### src/rtl/sc_spi_tgt.sv
// SPI target engine: oversampled SCSB/SSCLK/SMOSI, all four CPOL/CPHA modes, 1-32 bit MSB-first words.
// Optional macro SC_SPI_TGT_PARTIAL_EN reports a partial word when SCSB rises mid-word.
module sc_spi_tgt (
    input  logic        SPICLK,
    input  logic        SYSRST,
    input  logic        CPOL,
    input  logic        CPHA,
    input  logic [4:0]  DWIDTH,
    input  logic [31:0] TXDATA,
    input  logic        TXVALID,
    output logic        TXREADY,
    output logic        TXUNDER,
    output logic [31:0] RXDATA,
    output logic        RXVALID,
    output logic        BUSY,
    input  logic        SCSB,
    input  logic        SSCLK,
    input  logic        SMOSI,
    output logic        SMISO,
    output logic        SMISOOE
);

    function automatic logic [31:0] width_mask(input logic [4:0] dw);
        width_mask = 32'hFFFF_FFFF >> (5'd31 - dw);
    endfunction

`ifdef SC_SPI_TGT_PARTIAL_EN
    function automatic logic [31:0] low_mask(input logic [4:0] n);
        low_mask = ~(32'hFFFF_FFFF << n);
    endfunction
`endif

    logic        scsb_p0, scsb_p1, scsb_p2;
    logic        sclk_p0, sclk_p1, sclk_p2;
    logic        mosi_p0, mosi_p1;

    logic        active, active_n;
    logic        need_load, need_n;
    logic [4:0]  bc, bc_n;
    logic [31:0] rsr, rsr_n;
    logic [31:0] tsr, tsr_n;
    logic [31:0] hold_data;
    logic        hold_full, hold_full_n;
    logic [31:0] rxdata_n;
    logic        rxvalid_n, under_n, load, accept;

    logic cs_fall, cs_rise, sclk_rise, sclk_fall, lead_edge, trail_edge, sample_edge, shift_edge;

    assign cs_fall     = ~scsb_p1 & scsb_p2;
    assign cs_rise     = scsb_p1 & ~scsb_p2;
    assign sclk_rise   = sclk_p1 & ~sclk_p2;
    assign sclk_fall   = ~sclk_p1 & sclk_p2;
    assign lead_edge   = CPOL ? sclk_fall : sclk_rise;
    assign trail_edge  = CPOL ? sclk_rise : sclk_fall;
    assign sample_edge = CPHA ? trail_edge : lead_edge;
    assign shift_edge  = CPHA ? lead_edge : trail_edge;
    assign accept      = TXVALID & ~hold_full;

    always_comb begin
        active_n  = active;
        need_n    = need_load;
        bc_n      = bc;
        rsr_n     = rsr;
        tsr_n     = tsr;
        rxdata_n  = RXDATA;
        rxvalid_n = 1'b0;
        under_n   = 1'b0;
        load      = 1'b0;
        if (!active) begin
            if (cs_fall) begin
                active_n = 1'b1;
                bc_n     = 5'd0;
                rsr_n    = 32'd0;
                // CPHA=1 defers the first load to the leading edge
                need_n   = CPHA;
                load     = ~CPHA;
            end
        end else if (cs_rise) begin
            active_n = 1'b0;
            need_n   = 1'b0;
            bc_n     = 5'd0;
            rsr_n    = 32'd0;
            tsr_n    = 32'd0;
`ifdef SC_SPI_TGT_PARTIAL_EN
            if (bc != 5'd0) begin
                rxdata_n  = rsr & low_mask(bc);
                rxvalid_n = 1'b1;
            end
`endif
        end else begin
            if (sample_edge) begin
                rsr_n = {rsr[30:0], mosi_p1};
                if (bc == DWIDTH) begin
                    bc_n      = 5'd0;
                    rxdata_n  = rsr_n & width_mask(DWIDTH);
                    rxvalid_n = 1'b1;
                    need_n    = 1'b1;
                end else begin
                    bc_n = bc + 5'd1;
                end
            end
            if (shift_edge) begin
                if (need_load) begin
                    load   = 1'b1;
                    need_n = 1'b0;
                end else begin
                    tsr_n = {tsr[30:0], 1'b0};
                end
            end
        end
        if (load) begin
            bc_n    = 5'd0;
            tsr_n   = hold_full ? hold_data : 32'd0;
            under_n = ~hold_full;
        end
        // a same-cycle accept only happens when the register was empty, so it always wins
        hold_full_n = accept | (hold_full & ~load);
    end

    // stage p0/p1: synchronizers, p2: edge history
    always_ff @(posedge SPICLK or posedge SYSRST) begin
        if (SYSRST) begin
            scsb_p0 <= 1'b1;
            scsb_p1 <= 1'b1;
            scsb_p2 <= 1'b1;
            sclk_p0 <= 1'b0;
            sclk_p1 <= 1'b0;
            sclk_p2 <= 1'b0;
            mosi_p0 <= 1'b0;
            mosi_p1 <= 1'b0;
        end else begin
            scsb_p0 <= SCSB;
            scsb_p1 <= scsb_p0;
            scsb_p2 <= scsb_p1;
            sclk_p0 <= SSCLK;
            sclk_p1 <= sclk_p0;
            sclk_p2 <= sclk_p1;
            mosi_p0 <= SMOSI;
            mosi_p1 <= mosi_p0;
        end
    end

    // protocol state, shift registers and outputs
    always_ff @(posedge SPICLK or posedge SYSRST) begin
        if (SYSRST) begin
            active    <= 1'b0;
            need_load <= 1'b0;
            bc        <= 5'd0;
            rsr       <= 32'd0;
            tsr       <= 32'd0;
            hold_data <= 32'd0;
            hold_full <= 1'b0;
            RXDATA    <= 32'd0;
            RXVALID   <= 1'b0;
            TXUNDER   <= 1'b0;
            SMISO     <= 1'b0;
        end else begin
            active    <= active_n;
            need_load <= need_n;
            bc        <= bc_n;
            rsr       <= rsr_n;
            tsr       <= tsr_n;
            hold_full <= hold_full_n;
            if (accept)
                hold_data <= TXDATA;
            RXDATA    <= rxdata_n;
            RXVALID   <= rxvalid_n;
            TXUNDER   <= under_n;
            SMISO     <= active ? tsr[DWIDTH] : 1'b0;
        end
    end

    assign TXREADY = ~hold_full;
    assign BUSY    = active;
    assign SMISOOE = active;

endmodule

### config.mk
export PLATFORM = sky130hd
export DESIGN_NAME = sc_spi_tgt
export DESIGN_NICKNAME = d
export VERILOG_FILES = /design/src/rtl/sc_spi_tgt.sv
export SDC_FILE = /design/constraint.sdc
export NUM_CORES = 1
export LEC_CHECK = 0
export CAP_MARGIN = 40
export CORE_MARGIN = 3
export CORE_UTILIZATION = 55
export DETAILED_ROUTE_END_ITERATION = 16
export PLACE_DENSITY = 0.82
export SETUP_SLACK_MARGIN = 0.05
export SYNTH_ARGS = -nofsm -noshare
export SYNTH_HDL_FRONTEND = slang
export SYNTH_SLANG_ARGS = --single-unit
### constraint.sdc
create_clock -name SPICLK -period 11 [get_ports SPICLK]
set_input_delay 2.75 -clock SPICLK [delete_from_list [all_inputs] [get_ports SPICLK]]
set_output_delay 2.75 -clock SPICLK [all_outputs]
set_load 0.01 [all_outputs]
==> metrics list <==
- The number of failing hold endpoints at the final stage came to 0.
- The analysis attributes to cell leakage a power of 3.52 nW.
- Arrival time at the worst endpoint: 5140 ps
- Die Span Y: 115 um
* Synth top area share: 0.543
- Vias: 4802
- For this run, the share of the core covered by cells in the final layout is 0.706.
- In this run the power spent charging and discharging nets is 0.438 mW.
- For this run, the top clock speed supported by timing is 207 MHz.
- Number of remaining DRC errors: 0
- Cell count after synthesis: 589
* Number of filler cells placed in the layout: 792
* Fraction of final layout cells sized beyond drive strength 1: 0.180
- Max-cap violations in this run came to 0.
* Die span in x: 115 um
- The number of gates resized after CTS was 0.
- Synthesis produced a netlist with a net count of 635.
* Synth Area in Adders: 0.00190
- Final number of setup-violating endpoints: 0
* Relative contribution of combinational cells to total power: 0.180
- Number of post-CTS setup repair buffers: 0
- Worst-skew pair later-pin latency: 420 ps
- In this run the count of I/O pins placed on the die edge is 83.
- After legalization and detailed placement, the total HPWL measured 9790 um.
- Core area: 0.0116 mm2
- Compared with the post-synthesis result, the final layout area differs by 23.9%.
- Of the total synthesized cell area, the portion taken by AND, OR, NAND and NOR gates is 0.108.
- RSZ-0062 raised after global routing: no
* Proportion of synthesized area in mux cells: 0.141
- Post-Synth XOR/XNOR Area: 0.00912
- By area, the combinational part of the netlist is dominated by compound AO/OA/AOI/OAI gates.
* Run status: finished, final reports clean
- dfrtp_1 takes more of the synthesized area than any other cell.
* DR pass1 iterations: 5
* Average wire per standard cell: 18.3 um
- Headroom to the max-slew limit: 0.436
- The count of cells in the finished layout, fillers not included, comes to 811.
* Via/cell ratio: 5.92
* Clock tree from TritonCTS: done
- The max-slew violation count came to 0.
* DP Worst Slack: 5750 ps
* Worst Tran Pin Value: 843 ps
- Full die area: 0.0133 mm2
- The worst setup path is launched from a primary input.
- Fin crit period: 4840 ps
- Dividing the synthesized area by the synthesized cell count gives 11.2 um2.
- In this run, CTS created clock tree buffers numbering 17.
* Netlist cell types: 54
- The path class of the tightest hold or removal check is flip-flop to flip-flop.
* Largest clock skew in the final design: 7.83 ps
- In the final design database the tool counted 701 nets.
- For this run, the register share of the synthesized area comes to 0.555.
* Initial core utilization: 0.570
- By startpoint and endpoint, the worst setup path is classified as primary input to flip-flop.
- Sequential cell area: 0.00366 mm2
- Summed over all layers, the global routing overflow is 0.
- The congestion estimate from routability-driven global placement came to 0.809.
- Dividing total power by cell area gives a power density of 210 mW/mm2.
* Clock-pin transition on the worst setup and hold timing paths: 60 ps
* Number of sinks on the clock net: 146
* Capturing element type of the critical path: flip-flop
- The share of total power dissipated in sequential elements is 0.436.
* Post-Synthesis Cell Area: 0.00659 mm2
- Worst Path Max Fanout: 31
- Antenna Nets Post-Route: 0
- In the final timing run, aggregate negative setup slack is 0 ps.
* Maximum resistive drop on vdd: 0.133 mV
- Final wirelength: 14800 um
- Of the total power, the share spent switching nets is 0.256.
- Clk Tree Root Cell: clkbuf_16
- Antenna violations before repair: 0
* Internal power component: 1.28 mW
- Required time of the critical path: 11300 ps
- The synthesized-area fraction occupied by ao, oa, aoi and oai cells was 0.144.
- Area taken by multi-input logic gates: 0.00268 mm2
* Async set-or-reset flop fraction in the synthesized netlist: 1.00
- Initial DRC Count: 334
- Cell Rows: 39
- Maximum clock path buffer count: 2
* Number of flops mapped to enable cells by yosys: 0
- Post-cts hold buffer count: 0
- After layout, the worst setup slack is 6160 ps.
* Count of antenna diodes in the layout: 0
* Number of warning messages in the yosys log: 0
- During placement, the flow inserted port buffers numbering 82.
* GRT Util Overall: 0.240
* Placed cell count: 779
- Cell types with the largest area share after synthesis: dfrtp_1, mux2_2, nand2_1, o21ai_0, a22o_1
- Counting flops and latches in the post-synthesis netlist gives 146.
- The first global-routing pass estimated 24700 um of wire.
- Of the total power, the clock network draws 0.384.
- The most used flip-flop cell after synthesis is dfrtp_1.
* Crit share post-route: 0.440
* Largest net degree at the start of global routing: 74
* H-tree levels: 4
- The via count of the first global-routing pass is 4942.
[cells in the mapped netlist (2+ instances only)]
master	n
o22ai_1	2
o31ai_1	6
clkbuf_1	24
dfstp_2	3
nand3b_1	4
mux2_4	7
nand2b_1	5
nand2_1	110
a22oi_1	4
o21ai_0	71
mux2_2	54
o211ai_1	4
buf_2	10
buf_1	5
and3_1	3
a21o_1	3
o41ai_1	2
a221o_1	2
mux4_2	5
o311ai_0	2
and2_1	5
mux2i_1	10
a21oi_1	2
dfrtp_1	143
buf_6	6
inv_1	9
nand3_1	13
nor2b_1	6
xor2_1	5
a22o_1	29
nor2_1	12
[layout make-up]
type	instances	share of cell area
multi-input cells	388	0.328
well taps	143	0.0219
inverters	9	0.00475
clock inverters	10	0.0248
repair buffers	93	0.114
clock buffers	22	0.0581
flip-flops and latches	146	0.448
[layout by cell type (no fill, tap or decap), types with 2 or more instances in the layout]
master	n
inv_1	8
nor2b_1	5
mux4_2	5
clkbuf_16	17
nand3_1	13
o31ai_1	6
clkdlybuf4s50_1	82
buf_4	8
dfrtp_1	143
a22o_1	29
xor2_1	5
o41ai_1	2
and3_1	3
mux2_4	7
nand3b_1	4
mux2i_1	10
nor2_1	12
o211ai_1	4
a21o_1	3
a221o_1	2
nand2_1	110
mux2_2	54
buf_8	2
o21ai_0	71
o311ai_0	2
clkbuf_8	3
dfstp_2	3
bufinv_16	6
clkinv_2	3
clkbuf_1	2
a22oi_1	4
nand2b_1	5
a21oi_1	2
and2_1	5
[power groups by stage]
| stage | logic [mW] | registers, mW | clock network, mW |
|---|---|---|---|
| after CTS | 0.312 | 0.748 | 0.666 |
| after global routing | 0.338 | 0.761 | 0.692 |
| after global placement | 0.289 | 0.745 | 0 |
| final | 0.309 | 0.748 | 0.658 |
| after floorplan | 0.243 | 0.715 | 0 |
| after detailed placement | 0.308 | 0.754 | 0 |
[routing by layer]
layer	vias to the layer above	routed length, um	track usage
met3	27	894	0.0637
li1	2214	-	-
met1	2394	5930	0.296
met4	0	241	0.0861
met2	167	7750	0.409
met5	-	0	0
[through the flow]
step | total power, mW | area (um2) | hold WS, ps
2_1_floorplan | 0.959 | 6590 | 331
3_3_place_gp | 1.03 | 7440 | 334
3_5_place_dp | 1.06 | 7490 | 337
4_1_cts | 1.73 | 8160 | 356
5_1_grt | 1.79 | 8160 | 361
6_report | 1.71 | 8160 | 356
[final timing paths]
path	start	to	slack (ps)	cells after the start
max	CPHA	tsr[14]$_DFFE_PP0P_	6160	7
min	scsb_p0$_DFF_PP1_	scsb_p1$_DFF_PP1_	360	0
max reg2reg	BUSY$_DFF_PP0_	tsr[28]$_DFFE_PP0P_	8660	4
min reg2reg	scsb_p0$_DFF_PP1_	scsb_p1$_DFF_PP1_	360	0
max in group asynchronous	SYSRST	tsr[26]$_DFFE_PP0P_	7030	4
min in group asynchronous	SYSRST	RXDATA[24]$_DFFE_PP0P_	2800	2
[cell families after synthesis]
family	after synthesis
AND/OR/NAND/NOR	164
adder cells (fa/ha/maj)	1
flip-flops	146
multiplexers	76
buffers and inverters	55
XOR/XNOR	6
AO/OA/AOI/OAI	141
[critical path, cell delays in order]
cell and delay [ps]:
clkdlybuf4s50_1 590, xor2_2 330, mux2i_1 510, a211oi_2 130
buf_4 270, a22o_1 280, mux2_2 270
[flip-flops by register name, indices dropped and copies added, names as in the netlist, 5 cells and up]
signal,count
RXDATA,32
hold_data,32
rsr,31
tsr,32
bc,5
(Power assumes the default switching activity.)
